`config.mk`:
```
export PLATFORM = sky130hd
export DESIGN_NAME = draw_ray_hit
export DESIGN_NICKNAME = d
export VERILOG_FILES = /design/src/rtl/draw_ray_hit.sv
export SDC_FILE = /design/constraint.sdc
export NUM_CORES = 1
export LEC_CHECK = 0
export CORE_MARGIN = 3
export CORE_UTILIZATION = 25
export CTS_CLUSTER_DIAMETER = 120
export DETAILED_ROUTE_END_ITERATION = 10
export GPL_TIMING_DRIVEN = 0
export SLEW_MARGIN = 20
export SYNTH_ARGS = -nofsm -noshare
export SYNTH_HDL_FRONTEND = slang
export SYNTH_SLANG_ARGS = --single-unit
```
`constraint.sdc`:
```
create_clock -name clock -period 3.24 [get_ports clock]
set_input_delay 0.648 -clock clock [delete_from_list [all_inputs] [get_ports clock]]
set_output_delay 0.648 -clock clock [all_outputs]
set_load 0.05 [all_outputs]
```
`src/rtl/draw_ray_hit.sv`:
```
// draw_ray_hit: erase the previous hit-cell marker, then plot a marker on the new hit cell (define MARKER_TRAIL_EN to keep old markers as a trail)
module draw_ray_hit #(
  parameter int CELL_PX = 2,
  parameter int X_OFFSET = 0,
  parameter int Y_OFFSET = 0,
  parameter logic [2:0] HIT_COLOUR = 3'b100,
  parameter logic [2:0] MISS_COLOUR = 3'b010
) (
  input  logic       clock,
  input  logic       reset,
  input  logic       start,
  output logic       done,
  input  logic [5:0] hit_x,
  input  logic [4:0] hit_y,
  output logic [5:0] grid_x,
  output logic [4:0] grid_y,
  input  logic [2:0] grid_out,
  output logic [7:0] vga_x,
  output logic [6:0] vga_y,
  output logic [2:0] vga_colour,
  output logic       vga_write
);
  localparam int SH = $clog2(CELL_PX);
  localparam logic [1:0] LAST = 2'(CELL_PX - 1);
  localparam logic [7:0] XO = 8'(X_OFFSET);
  localparam logic [6:0] YO = 7'(Y_OFFSET);
  typedef enum logic [2:0] {IDLE, ERASE_RD, ERASE_WAIT, ERASE_DRAW, MARK_RD, MARK_WAIT, MARK_DRAW, DONE} state_t;
  state_t state;
  logic have_prev;
  logic [5:0] cur_x, prev_x, dx;
  logic [4:0] cur_y, prev_y, dy;
  logic [1:0] px, py, nx, ny;
  logic last, erasing;
  function automatic logic [7:0] pix_x(input logic [5:0] c, input logic [1:0] p);
    return XO + (8'(c) << SH) + 8'(p);
  endfunction
  function automatic logic [6:0] pix_y(input logic [4:0] c, input logic [1:0] p);
    return YO + (7'(c) << SH) + 7'(p);
  endfunction
  // Next pixel within the cell and which cell the current phase is painting
  always_comb begin
    last = px == LAST && py == LAST;
    nx = px == LAST ? 2'd0 : px + 2'd1;
    ny = px == LAST ? py + 2'd1 : py;
    erasing = state == ERASE_WAIT || state == ERASE_DRAW;
    dx = erasing ? prev_x : cur_x;
    dy = erasing ? prev_y : cur_y;
  end
  // Sequencer; every output is registered and set on entry to the state that owns it
  always_ff @(posedge clock or negedge reset) begin
    if (!reset) begin
      state <= IDLE;
      have_prev <= 1'b0;
      done <= 1'b0;
      vga_write <= 1'b0;
      vga_x <= '0;
      vga_y <= '0;
      vga_colour <= '0;
      grid_x <= '0;
      grid_y <= '0;
      cur_x <= '0;
      cur_y <= '0;
      prev_x <= '0;
      prev_y <= '0;
      px <= '0;
      py <= '0;
    end else begin
      done <= 1'b0;
      case (state)
        IDLE:
          if (start) begin
            cur_x <= hit_x;
            cur_y <= hit_y;
`ifdef MARKER_TRAIL_EN
            state <= MARK_RD;
            grid_x <= hit_x;
            grid_y <= hit_y;
`else
            state <= have_prev ? ERASE_RD : MARK_RD;
            grid_x <= have_prev ? prev_x : hit_x;
            grid_y <= have_prev ? prev_y : hit_y;
`endif
          end
        ERASE_RD: state <= ERASE_WAIT;
        MARK_RD: state <= MARK_WAIT;
        ERASE_WAIT, MARK_WAIT: begin
          state <= erasing ? ERASE_DRAW : MARK_DRAW;
          vga_colour <= erasing ? grid_out : (grid_out != 3'd0 ? HIT_COLOUR : MISS_COLOUR);
          px <= '0;
          py <= '0;
          vga_x <= pix_x(dx, 2'd0);
          vga_y <= pix_y(dy, 2'd0);
          vga_write <= 1'b1;
        end
        ERASE_DRAW, MARK_DRAW:
          if (last) begin
            vga_write <= 1'b0;
            state <= erasing ? MARK_RD : DONE;
            done <= !erasing;
            grid_x <= cur_x;
            grid_y <= cur_y;
          end else begin
            px <= nx;
            py <= ny;
            vga_x <= pix_x(dx, nx);
            vga_y <= pix_y(dy, ny);
          end
        DONE: begin
          prev_x <= cur_x;
          prev_y <= cur_y;
          have_prev <= 1'b1;
          state <= IDLE;
        end
        default: state <= IDLE;
      endcase
    end
  end
endmodule

```
==> results of run 1 <==
[power by group through the flow]
stage / clock, W / sequential (W) / combinational (W)
after global routing: 0.00101 / 0.00142 / 0.00291
final: 0.000957 / 0.00136 / 0.00268
after floorplan: 0 / 0.00179 / 0.00146
after global placement: 0 / 0.00135 / 0.00265
after detailed placement: 0 / 0.00137 / 0.00268
after CTS: 0.000975 / 0.00136 / 0.00270
[registers in the layout, indices dropped and copies added, names as in the netlist, 5 cells and up]
register  cells
cur_y         5
cur_x         6
vga_x         8
grid_x        6
prev_y        5
vga_y         7
grid_y        5
prev_x        6
[cell families (layout without fill, tap and decap cells)]
family	count (synthesis)	count (layout)	share of synthesized area (%)
buffers and inverters	25	89	4.80
AND/OR/NAND/NOR	94	94	14.8
XOR/XNOR	8	8	2.26
AO/OA/AOI/OAI	67	67	13.8
multiplexers	45	45	15.6
adder cells (fa/ha/maj)	3	3	1.21
flip-flops	59	59	47.6
[per-layer routing]
| metal | up-vias | global-route usage, % |
|---|---|---|
| met5 | - | 0 |
| met4 | 0 | 3.30 |
| met3 | 5 | 3.66 |
| met2 | 53 | 18.1 |
| met1 | 1197 | 16.1 |
| li1 | 1185 | - |
[synthesized netlist by cell type (2+ instances only)]
master / instances / area share, %
a21oi_1: 24 / 3.9
o21ai_1: 2 / 0.32
buf_2: 11 / 1.8
o21ai_0: 18 / 2.9
o21a_1: 2 / 0.48
nor3_1: 6 / 0.97
xor2_1: 4 / 1.1
mux2i_1: 21 / 6.8
a211oi_1: 4 / 0.97
nand3b_1: 2 / 0.48
nand2b_1: 5 / 1.0
nor2_1: 30 / 3.6
xnor2_1: 4 / 1.1
and3b_1: 2 / 0.56
nor2b_1: 2 / 0.40
mux2_2: 23 / 8.3
and3_1: 4 / 0.81
ha_1: 3 / 1.2
nand2_1: 30 / 3.6
o31ai_1: 3 / 0.73
buf_4: 5 / 1.2
nand3_1: 5 / 0.81
o22ai_1: 4 / 0.81
inv_1: 4 / 0.48
dfrtp_1: 59 / 48
buf_6: 3 / 1.1
[worst reg2reg max path: stages (launching register included)]
cell and delay (ns):
dfrtp_1 0.36, buf_4 0.17, nand2b_1 0.11, buf_2 0.26, nand2_1 0.08, nand2_1 0.12, ha_1 0.28, o211ai_4 0.14
nor3_1 0.32, xor2_1 0.19, a21oi_1 0.09
[per-stage QoR]
| step | hold slack (ns) | utilization [%] | setup WS (ns) | area, um2 |
|---|---|---|---|---|
| after floorplan | 0.352 | - | 1.33 | 3100 |
| after global placement | 0.469 | 31.4 | -0.418 | 3780 |
| after detailed placement | 0.470 | 31.6 | 0.858 | 3810 |
| after CTS | 0.158 | 34.1 | 0.869 | 4110 |
| after global routing | 0.152 | 34.1 | 0.767 | 4110 |
| final | 0.155 | 34.1 | 0.880 | 4110 |
[final timing paths]
path | endpoint | slack [ns] | cells after the start
setup / recovery | vga_x[0] | 0.88 | 2
hold / removal | grid_y[0]$_DFFE_PN0P_ | 0.15 | 1
setup reg to reg | vga_x[5]$_DFFE_PN0P_ | 1.00 | 10
hold reg to reg | vga_y[6]$_DFFE_PN0P_ | 0.48 | 2
max in group asynchronous | done$_DFF_PN0_ | 2.60 | 2
min in group clock | vga_y[6]$_DFFE_PN0P_ | 0.48 | 2
[cell type report]
type | instances | area [um2] | area share [%]
multi-input cells | 217 | 1480 | 35.9
flip-flops and latches | 59 | 1480 | 35.9
repair buffers | 48 | 495 | 12.0
clock buffers | 9 | 225 | 5.48
well taps | 168 | 210 | 5.11
plain buffers | 20 | 130 | 3.16
clock inverters | 7 | 78.8 | 1.92
inverters | 5 | 18.8 | 0.456
==> metrics.md, run 1 <==
| Metric | Value |
|---|---|
| Outcome | `finished, final reports clean` |
| First-pass GRT wire length | `13.0 mm` |
| Sw frac | `45.6%` |
| FP Rows | `40` |
| Comb power frac | `53.6%` |
| Worst R2R Start | `state[1]$_DFFE_PN0P_` |
| Post-Route WL | `7.88 mm` |
| Routed length on met1 | `3.89 mm` |
| Leak | `1.79 nW` |
| Initial antenna violation count | `0` |
| Top Family by Delay on Critical Path | `buffers and inverters` |
| WP data arrival | `1.71 ns` |
| Maximum fanout along the worst path | `7` |
| Psw | `0.00228 W` |
| Final Critical Period | `2.36 ns` |
| Total Power | `0.00500 W` |
| Met3 WL post-DR | `357 um` |
| EDFF count, synth | `0` |
| Worst Setup Path Type | `flip-flop to primary output` |
| Fin crit share | `72.8%` |
| H-tree depth | `3` |
| Synth Flop Type | `dfrtp_1` |
| WL met2 | `3.56 mm` |
| Final setup violation count | `0` |
| Ant diodes | `0` |
| Hold crit path type | `input port to asynchronous set/reset pin` |
| Relative slew slack | `65.1%` |
| Register area share after synthesis | `47.6%` |
| Wire per inst | `14.8 um` |
| Pwr Density | `1210 mW/mm2` |
| Vias per inst | `4.58` |
| Crit path launch type | `flip-flop` |
| Slowest cell on the critical path | `clkdlybuf4s50_1` |
| Synthesized netlist cell count | `301` |
| Fin Clk Skew | `0.00740 ns` |
| Die Width | `117 um` |
| Syn Nets | `321` |
| Unrepaired setup endpoints after global routing | `no` |
| Worst-case clock buffer depth | `2` |
| Worst Setup End Kind | `primary output` |
| Total CTS buffers | `9` |
| Mean Syn Cell Area | `10.3 um2` |
| WP buf/inv | `2` |
| Top routing layer used | `met4` |
| Reg clk slew, reported paths | `0.06 ns` |
| # Post-CTS Setup Buffers | `0` |
| CP startpoint | `vga_x[0]$_DFFE_PN0P_` |
| Final Max Tran Viols | `0` |
| Syn-to-layout area delta | `32.5%` |
| Vias in the first global route | `2516` |
| Die H | `117 um` |
| Asr flop ratio synth | `100%` |
| Int Power | `0.00272 W` |
| Vias | `2440` |
| Initial Utilization | `25.7%` |
| Largest net degree at the start of global routing | `50` |
| Maximum clock rate | `424 MHz` |
| Non-Filler Instances | `533` |
| Placed cells | `517` |
| CTS Hold Bufs | `0` |
| Most frequent cells in the layout | `dfrtp_1 (59), clkdlybuf4s50_1 (46), nand2_1 (30), nor2_1 (30), a21oi_1 (24)` |
| Layout fillers | `1227` |
| DRT iter0 DRCs | `120` |
| Mapped Area | `0.00310 mm2` |
| Hold Fails Final Rpt | `0` |
| Post_cts resized | `0` |
| Part of the power in registers | `27.2%` |
| YS warnings | `0` |
| Share of layout cells above drive strength 1 | `18.9%` |
| Die Area | `0.0138 mm2` |
| Routed Antenna Nets | `0` |
| Worst Path Required | `2.59 ns` |
| Yosys reg bits | `59` |
| Core footprint | `0.0121 mm2` |
| # nets final | `380` |
| HPWL after DPL | `5.71 mm` |
| CTS Sinks | `59` |
| First-pass iteration count of the detailed router | `5` |
| GRT Total Usage | `11.8%` |
| Slew @ Worst Pin | `0.521 ns` |
| Critical-path cell list | `buf_4, clkdlybuf4s50_1` |
| VDD IR max | `435 uV` |
| Most common cell after layout, fill and taps aside | `dfrtp_1` |
| Clock network power share | `19.2%` |
| Synth cell types | `47` |
| CP peak stage delay | `0.79 ns` |
| Final GP Congestion | `0.836` |
| Root Buffer | `clkbuf_16` |
| Worst skew pair latency | `0.33 ns` |
| DRC errors left | `0` |
| Port Buffers | `47` |
| CTS tree | `done` |
| Number of max-cap violations | `0` |
| Total congestion overflow | `0` |
| Top Ports | `48` |
| Final TNS setup | `0 ns` |
Note: power is estimated with default switching activity, not from simulation.
==> inputs of run 2 (changes only) <==
==> constraint.sdc (replaced) <==
create_clock -name clock -period 2.1 [get_ports clock]
set_input_delay 0.42 -clock clock [delete_from_list [all_inputs] [get_ports clock]]
set_output_delay 0.42 -clock clock [all_outputs]
set_load 0.05 [all_outputs]
==> metrics.md, run 2 (synthesized netlist as in run 1, its figures left out) <==
| Metric | Value |
|---|---|
| Top Family by Delay on Critical Path | `compound AO/OA/AOI/OAI gates` |
| Sequential cell area | `0.00148 mm2 (unchanged)` |
| VDD IR max | `670 uV (+54%)` |
| H-tree depth | `3 (unchanged)` |
| Syn-to-layout area delta | `34.4%` |
| Top Ports | `48 (unchanged)` |
| Worst Setup End Kind | `flip-flop` |
| Critical Path Most Common Cell | `nand2_1` |
| Slew @ Worst Pin | `0.618 ns (+0.0973 ns)` |
| Wire per inst | `14.9 um (+0.59%)` |
| Port Buffers | `47 (unchanged)` |
| Pwr Density | `1870 mW/mm2 (+54%)` |
| Worst Path Required | `2.32 ns (-0.27 ns)` |
| Reg clk slew, reported paths | `0.06 ns (about the same)` |
| Number of max-cap violations | `0 (unchanged)` |
| Register bank with the most flops | `vga_x` |
| Final Critical Period | `2.04 ns` |
| FP Rows | `40 (unchanged)` |
| Hold crit path type | `input port to asynchronous set/reset pin` |
| # nets final | `381 (+0.26%)` |
| Crit path launch type | `flip-flop` |
| Area of the multi-input gates | `0.00152 mm2 (+2.9%)` |
| Final setup violation count | `0 (unchanged)` |
| Hold Fails Final Rpt | `0 (unchanged)` |
| Root Buffer | `clkbuf_16` |
| WP buf/inv | `2 (unchanged)` |
| Outcome | `finished, final reports clean` |
| Initial Utilization | `25.7% (unchanged)` |
| Post-Place Worst Slack | `-0.101 ns (-0.959 ns)` |
| Critical-path cell list | `buf_4, and2b_1, buf_6, nand2_1, nand2_2, ha_4, a2111oi_0, a211oi_1, nand3_1, nand2_1` |
| Final Max Tran Viols | `0 (unchanged)` |
| Fin crit share | `97.2%` |
| Top Registers | `vga_x (8), vga_y (7)` |
| Final worst slack | `0.0578 ns (-0.822 ns)` |
| Leak | `1.80 nW (+0.69%)` |
| Largest register FFs | `8 (unchanged)` |
| Ant diodes | `0 (unchanged)` |
| HPWL after DPL | `5.71 mm (unchanged)` |
| R2R setup slack | `0.06 ns (-0.94 ns)` |
| Fin Clk Skew | `0.00663 ns (-0.000764 ns)` |
| Non-Filler Instances | `534 (+0.19%)` |
| Core footprint | `0.0121 mm2 (unchanged)` |
| Layout fillers | `1216 (-0.90%)` |
| Total CTS buffers | `9 (unchanged)` |
| Most common cell after layout, fill and taps aside | `dfrtp_1` |
| Maximum clock rate | `490 MHz` |
| Total congestion overflow | `0 (unchanged)` |
| CTS tree | `done` |
| Routed Antenna Nets | `0 (unchanged)` |
| Final core utilization | `34.6% (+0.48 points)` |
| Most frequent cells in the layout | `dfrtp_1 (59), clkdlybuf4s50_1 (45), nor2_1 (30)` |
| Placed instance area | `0.00381 mm2 (unchanged)` |
| Vias | `2433 (-0.29%)` |
| Share of layout cells above drive strength 1 | `20.2% (+1.3 points)` |
| Placed cells | `517 (unchanged)` |
| Die H | `117 um (unchanged)` |
| Die Area | `0.0138 mm2 (unchanged)` |
| DRT iter0 DRCs | `109 (-9.2%)` |
| First-pass iteration count of the detailed router | `4 (-1)` |
| Worst r2r dst | `vga_x[2]$_DFFE_PN0P_` |
| Vias per inst | `4.56 (-0.47%)` |
| Worst R2R Start | `state[1]$_DFFE_PN0P_` |
| Slowest cell on the critical path | `a2111oi_0` |
| Relative slew slack | `57.6% (-7.6 points)` |
| CP peak stage delay | `0.48 ns (-0.31 ns)` |
| Design area | `0.00417 mm2 (+1.4%)` |
| Initial antenna violation count | `0 (unchanged)` |
| GRT Total Usage | `11.9% (+0.092 points)` |
| Largest net degree at the start of global routing | `50 (unchanged)` |
| WP data arrival | `2.26 ns (+0.55 ns)` |
| First-pass GRT wire length | `13.2 mm (+0.80%)` |
| Worst-case clock buffer depth | `2 (unchanged)` |
| Worst skew pair latency | `0.33 ns (about the same)` |
| Final GP Congestion | `0.836 (unchanged)` |
| Post-Route WL | `7.94 mm (+0.77%)` |
| Maximum fanout along the worst path | `10 (+3)` |
| Worst Setup Path Type | `flip-flop to flip-flop` |
| DRC errors left | `0 (unchanged)` |
| CTS Sinks | `59 (unchanged)` |
| R2R cell count | `10 (unchanged)` |
| Vias in the first global route | `2533 (+0.68%)` |
| Die Width | `117 um (unchanged)` |
-- run 2: cell type report --
class	count	share of cell area, %
plain buffers	20	3.27
clock buffers	9	5.40
clock inverters	7	1.89
inverters	5	0.450
multi-input cells	217	36.5
flip-flops and latches	59	35.4
well taps	168	5.04
repair buffers	49	12.1
-- run 2: worst max-delay path by stage --
stage                         start                    to  slack [ns]  cells after the start
5_1_grt        state[1]$_DFFE_PN0P_  vga_x[5]$_DFFE_PN0P_      -0.004                     10
6_report       state[1]$_DFFE_PN0P_  vga_x[2]$_DFFE_PN0P_        0.06                     10
2_1_floorplan  state[1]$_DFFE_PN0P_  vga_x[6]$_DFFE_PN0P_        0.19                     10
3_5_place_dp   state[1]$_DFFE_PN0P_  vga_x[5]$_DFFE_PN0P_       -0.10                     10
4_1_cts        state[1]$_DFFE_PN0P_  vga_x[6]$_DFFE_PN0P_       0.001                     10
3_3_place_gp                  reset  vga_x[3]$_DFFE_PN0P_       -1.33                      1
-- run 2: timing repair --
action,4_1_cts,5_1_grt
endpoints found under the setup margin,5,5
hold endpoints to repair,10,0
setup buffers,0,0
pin swaps,0,1
hold buffers,1,0
resized for setup,4,7
-- run 2: per-stage QoR --
step                hold WS (ns)   TNS, ns  power, W
floorplan                  0.124         0   0.00501
detailed placement         0.280    -0.715   0.00625
global route               0.498  -0.00554   0.00834
CTS                        0.482         0   0.00777
global placement           0.469    -78.98   0.00617
finish                     0.474         0   0.00779
-- run 2: routing by layer --
| layer | track usage (%) | up-vias | wire length (um) |
|---|---|---|---|
| li1 | - | 1187 | - |
| met1 | 16.1 | 1186 | 3830 |
| met2 | 18.3 | 52 | 3600 |
| met3 | 3.71 | 8 | 417 |
| met4 | 3.30 | 0 | 85 |
| met5 | 0 | - | 0 |
-- run 2: where the power goes --
part           switching, W  internal, W  total [W]
sequential         0.000449      0.00165    0.00210
clock              0.000554     0.000922    0.00148
combinational       0.00256      0.00166    0.00422
total               0.00356      0.00423    0.00779
==> variant 1, RTL diff (config.mk and constraints of run 1) <==
The parameter `CELL_PX` goes from 2 to 4.
--- a/src/rtl/draw_ray_hit.sv
+++ b/src/rtl/draw_ray_hit.sv
@@ -2,3 +2,3 @@
 module draw_ray_hit #(
-  parameter int CELL_PX = 2,
+  parameter int CELL_PX = 4,
   parameter int X_OFFSET = 0,
Function: changed (a bounded check fails within 4 cycles, from zero or initial values and one cycle with reset low).
==> variant 1 against run 1 <==
Setup slack better by 120 ps; routed wire length is 4.3% higher; combinational power fell by 12%; area after synthesis is 1.8% lower; largest cell class unchanged; power down 11%; sequential power decreased by 5%; cell area shrank 3.4%; sequential cell count down 2; first-iteration DRC count is 7.5% lower; synthesized cell count fell by 10%.
==> variant 1: results (changes against run 1) <==
| Metric | Value |
|---|---|
| Number of H-tree levels | 3 (unchanged) |
| Leakage | 1.640 nW (-8.4%) |
| I/O Buffers | 47 (unchanged) |
| Dpl hpwl | 5619 um (-1.5%) |
| PostCTS Resize Cnt | 0 (unchanged) |
| Synth Warn # | 0 (unchanged) |
| Via count | 2417 (-0.94%) |
| GRT Util Overall | 0.1241 (+0.006212) |
| Antenna violations before repair | 0 (unchanged) |
| CTS Hold Buffers Added | 0 (unchanged) |
| Critical path class | flip-flop to primary output |
| Cell area after placement | 0.003721 mm2 (-2.3%) |
| Yosys cell types | 49 (+4.3%) |
| Footprint of the multi-input gates | 0.001464 mm2 (-0.93%) |
| WL per Instance | 17.33 um (+17%) |
| Rel. slew slack | 0.6187 (-0.03274) |
| Pin count of the biggest net entering global routing | 48 (-4.0%) |
| Top cells by count, synth | 57 x dfrtp_1, 37 x nand2_1, 25 x mux2_2, 13 x nor3_1, 12 x nor2b_1 |
| Clk root buf | clkbuf_16 |
| Antenna diodes | 0 (unchanged) |
| Status | finished, final reports clean |
| Fin nets | 348 (-8.4%) |
| CP max FO | 5 (-2) |
| Reg2reg start | vga_y[0] |
| First-pass GRT wire length | 12850 um (-1.5%) |
| Seq/Total Area, Yosys | 0.4682 (-0.007634) |
| Post-Syn Nets | 289 (-10%) |
| Synth Instances | 270 (-10%) |
| Top post-synthesis cells by area | dfrtp_1 47%, mux2_2 9.2%, nand2_1 4.6%, o31ai_2 4.1%, mux2_4 3.9% |
| Drt pass-1 iters | 4 (-1) |
| Share of layout cells above drive strength 1 | 0.2508 (+0.06171) |
| Vias in the first global route | 2427 (-3.5%) |
| Biggest regs | vga_x (8), vga_y (7) |
| Num CTS Buffers | 9 (unchanged) |
| Fillers | 1154 (-5.9%) |
| Initial DRC count | 111 (-7.5%) |
| CP max stage delay | 830 ps (+40 ps) |
| Routability cong. | 0.8359 (about the same) |
| Final Skew | 9.174 ps (+1.778 ps) |
| Post-CTS Setup Inserts | 0 (unchanged) |
| Worst IR Drop VDD | 0.0002774 V (-36%) |
-- variant 1: final timing paths --
check | cells after the start | slack [ps] | end
min | 1 | 170 | vga_x[2]
max | 1 | 1000 | vga_y[0]
min reg2reg | 1 | 500 | vga_x[6]
min in group clock | 1 | 500 | vga_x[6]
max reg2reg | 5 | 1290 | vga_x[2]
max in group asynchronous | 2 | 2600 | prev_y[2]
-- variant 1: cell type report --
cell class	instances	share of cell area
Inverter	2	0.001890
Clock inverter	1	0.001260
Buffer	23	0.03748
Multi-Input combinational cell	188	0.3685
Tap cell	143	0.04504
Sequential cell	57	0.3591
Timing Repair Buffer	48	0.1247
Clock buffer	12	0.06205
-- variant 1: stage by stage --
stage / cells / setup slack [ps]
6_report: 474 / 1004
5_1_grt: 474 / 983.8
4_1_cts: 474 / 1006
3_5_place_dp: 461 / 1000
3_3_place_gp: 460 / -360.9
2_1_floorplan: 270 / 1239
-- variant 1: cell families (layout without fill, tap and decap cells) --
kind of cell | Yosys count | in the layout | synth area share
muxes | 35 | 35 | 0.1388
AOI/OAI and AO/OA | 62 | 62 | 0.1766
adders and majority gates | 2 | 2 | 0.008212
DFF | 57 | 57 | 0.4682
xor gates and xnor gates | 2 | 2 | 0.008216
and+or+nand+nor | 87 | 87 | 0.1487
buffers and inverters | 25 | 86 | 0.05133
-- variant 1: where the power goes --
group,switching [mW],leakage [nW],internal [mW]
Clock,0.295,0.124,0.521
Sequential,0.255,0.704,1.03
Combinational,1.38,0.811,0.976
-- variant 1: per-layer routing --
| layer | part of all wire | vias up | GRT usage |
|---|---|---|---|
| li1 | - | 1117 | - |
| met1 | 0.46 | 1235 | 0.1658 |
| met2 | 0.48 | 53 | 0.1972 |
| met3 | 0.039 | 12 | 0.03005 |
| met4 | 0.018 | 0 | 0.04254 |
| met5 | 0 | - | 0 |
==> variant 2, RTL diff (config.mk and constraints of run 1) <==
Made on the original files. Make the reset (`reset`) synchronous in one clocked block.
--- a/src/rtl/draw_ray_hit.sv
+++ b/src/rtl/draw_ray_hit.sv
@@ -49,3 +49,3 @@
   // Sequencer; every output is registered and set on entry to the state that owns it
-  always_ff @(posedge clock or negedge reset) begin
+  always_ff @(posedge clock) begin
     if (!reset) begin
Formal check against the unedited RTL: differs if reset is asserted again (counterexample within 4 cycles, from zero or initial values and one cycle with reset low); with reset held inactive, the same outputs for 10 cycles.
==> variant 2 against run 1 <==
Die area is 2.9% lower; critical path depth is 7 higher; sequential share of layout area is 5.8 points lower; cell area is 4.5% lower; sequential cell count stayed put; setup slack better by 11 ps; non-clock buffer count is 8 higher; cell count is 8.4% higher; via count is 18% higher; area after synthesis is 3.0% lower; routed wire length is 13% higher; critical path type is now flip-flop to flip-flop; largest cell class unchanged; highest routed layer unchanged.
Power is not compared: it rests on default switching activity, and its combinational part moved more than twofold at a synthesized area within 25%.
==> variant 2: results (changes against run 1) <==
| Metric | Value |
|---|---|
| Status | finished, final reports clean |
| CP max FO | 8 (+1) |
| Initial DRC count | 224 (+87%) |
| PostCTS Resize Cnt | 0 (unchanged) |
| Actual slew at the worst max-slew pin | 686.0 ps (+164.8 ps) |
| Pin count of the biggest net entering global routing | 12 (-76%) |
| Async SR Flop Fraction | 0 (-1.000) |
| I/O Buffers | 46 (-2.1%) |
| Clk pwr share | 0.378 |
| Vias in the first global route | 2805 (+11%) |
| Worst-Skew Late Latency | 330 ps (about the same) |
| Num CTS Buffers | 9 (unchanged) |
| Leakage | about 1.4 nW |
| Seq/Total Area, Yosys | 0.3925 (-0.08329) |
| Biggest regs | vga_x (8), vga_y (7) |
| First-pass GRT wire length | 14450 um (+11%) |
| Drt pass-1 iters | 5 (unchanged) |
| Fillers | 1241 (+1.1%) |
| Clk root buf | clkbuf_16 |
| Worst-path clk slew | 60 ps (about the same) |
| Post-CTS Setup Inserts | 0 (unchanged) |
| P_clk | about 0.89 mW |
| Via count | 2880 (+18%) |
| Clock Tree Buf Depth | 2 (unchanged) |
| Share of layout cells above drive strength 1 | 0.1126 (-0.07640) |
| Top post-synthesis cells by area | dfxtp_1 39%, nand2_1 11%, a21oi_1 8.1%, mux2i_1 6.3%, o211ai_1 3.2% |
| GRT Util Overall | 0.1384 (+0.02054) |
| Dpl hpwl | 6492 um (+14%) |
| P_seq | a little over 0.8 mW |
| Routability cong. | 0.8530 (+2.0%) |
| Synth Instances | 373 (+24%) |
| Top cells by count, synth | 87 x nand2_1, 59 x dfxtp_1, 49 x a21oi_1, 19 x mux2i_1 |
| Worst IR Drop VDD | 0.0003028 V |
| Number of H-tree levels | 3 (unchanged) |
| Antenna violations before repair | 0 (unchanged) |
| Final Skew | 6.024 ps (-1.373 ps) |
| WL per Instance | 15.44 um (+4.4%) |
| Antenna diodes | 0 (unchanged) |
| Cell area after placement | 0.003649 mm2 (-4.2%) |
| Fin nets | 450 (+18%) |
| Synth Warn # | 0 (unchanged) |
| Post-Syn Nets | 393 (+22%) |
| Dpl cells | 562 (+8.7%) |
| Hold crit path type | flip-flop to flip-flop |
| Yosys cell types | 51 (+8.5%) |
| Sw Ratio | 0.3438 |
| Worst slack, placed | 840.2 ps (-18.11 ps) |
| Routed WL | 8924 um (+13%) |
==> variant 2: cell types whose count changed after synthesis, sizes merged, moves of 6 or more <==
cell    before  now
o21ai       20   14
o211ai       1   14
a31oi        1    7
nor2        30   13
dfrtp       59    0
dfxtp        0   59
a21oi       24   49
nand2       31   88
clkbuf       1   10
mux2        23    4
==> variant 2: cell families (layout without fill, tap and decap cells) <==
kind of cell,count (synthesis),in the layout,synth area share
muxes,23,23,0.07817
buffers and inverters,36,98,0.06486
DFF,59,59,0.3925
xor gates and xnor gates,7,7,0.02037
adders and majority gates,3,3,0.01248
and+or+nand+nor,145,145,0.2295
AOI/OAI and AO/OA,100,100,0.2021
==> variant 2: per-layer routing <==
metal / global-route usage / vias to the layer above / part of all wire
li1: - / 1424 / -
met1: 0.1830 / 1331 / 0.47
met2: 0.2153 / 107 / 0.44
met3: 0.03185 / 18 / 0.062
met4: 0.06342 / 0 / 0.024
met5: 0 / - / 0
==> variant 2: final cells by class <==
cell class              count  area, um2  area share
well taps                 143      178.9     0.04554
multi-input cells         278       1633      0.4156
clock buffers              10      239.0     0.06083
flip-flops and latches     59       1181      0.3006
clock inverters             6      41.29     0.01051
inverters                   6      23.77    0.006051
repair buffers             46      460.4      0.1172
plain buffers              30      171.4     0.04363
==> variant 2: critical path, stage by stage, from the launching register on <==
cell and delay (ps):
dfxtp_1 370, nor2b_1 130, buf_2 230, mux2_1 400, ha_1 220, and2_1 200, o21ai_2 120, nor3_2 100
or3b_1 370, a21oi_1 140
==> variant 2: final timing paths <==
kind                 start       end  depth (start not counted)  slack (ps)
setup / recovery  state[1]  vga_x[5]                          9         890
hold / removal    vga_y[5]  vga_y[5]                          2         450
setup reg to reg  state[1]  vga_x[5]                          9         890
hold reg to reg   vga_y[5]  vga_y[5]                          2         450
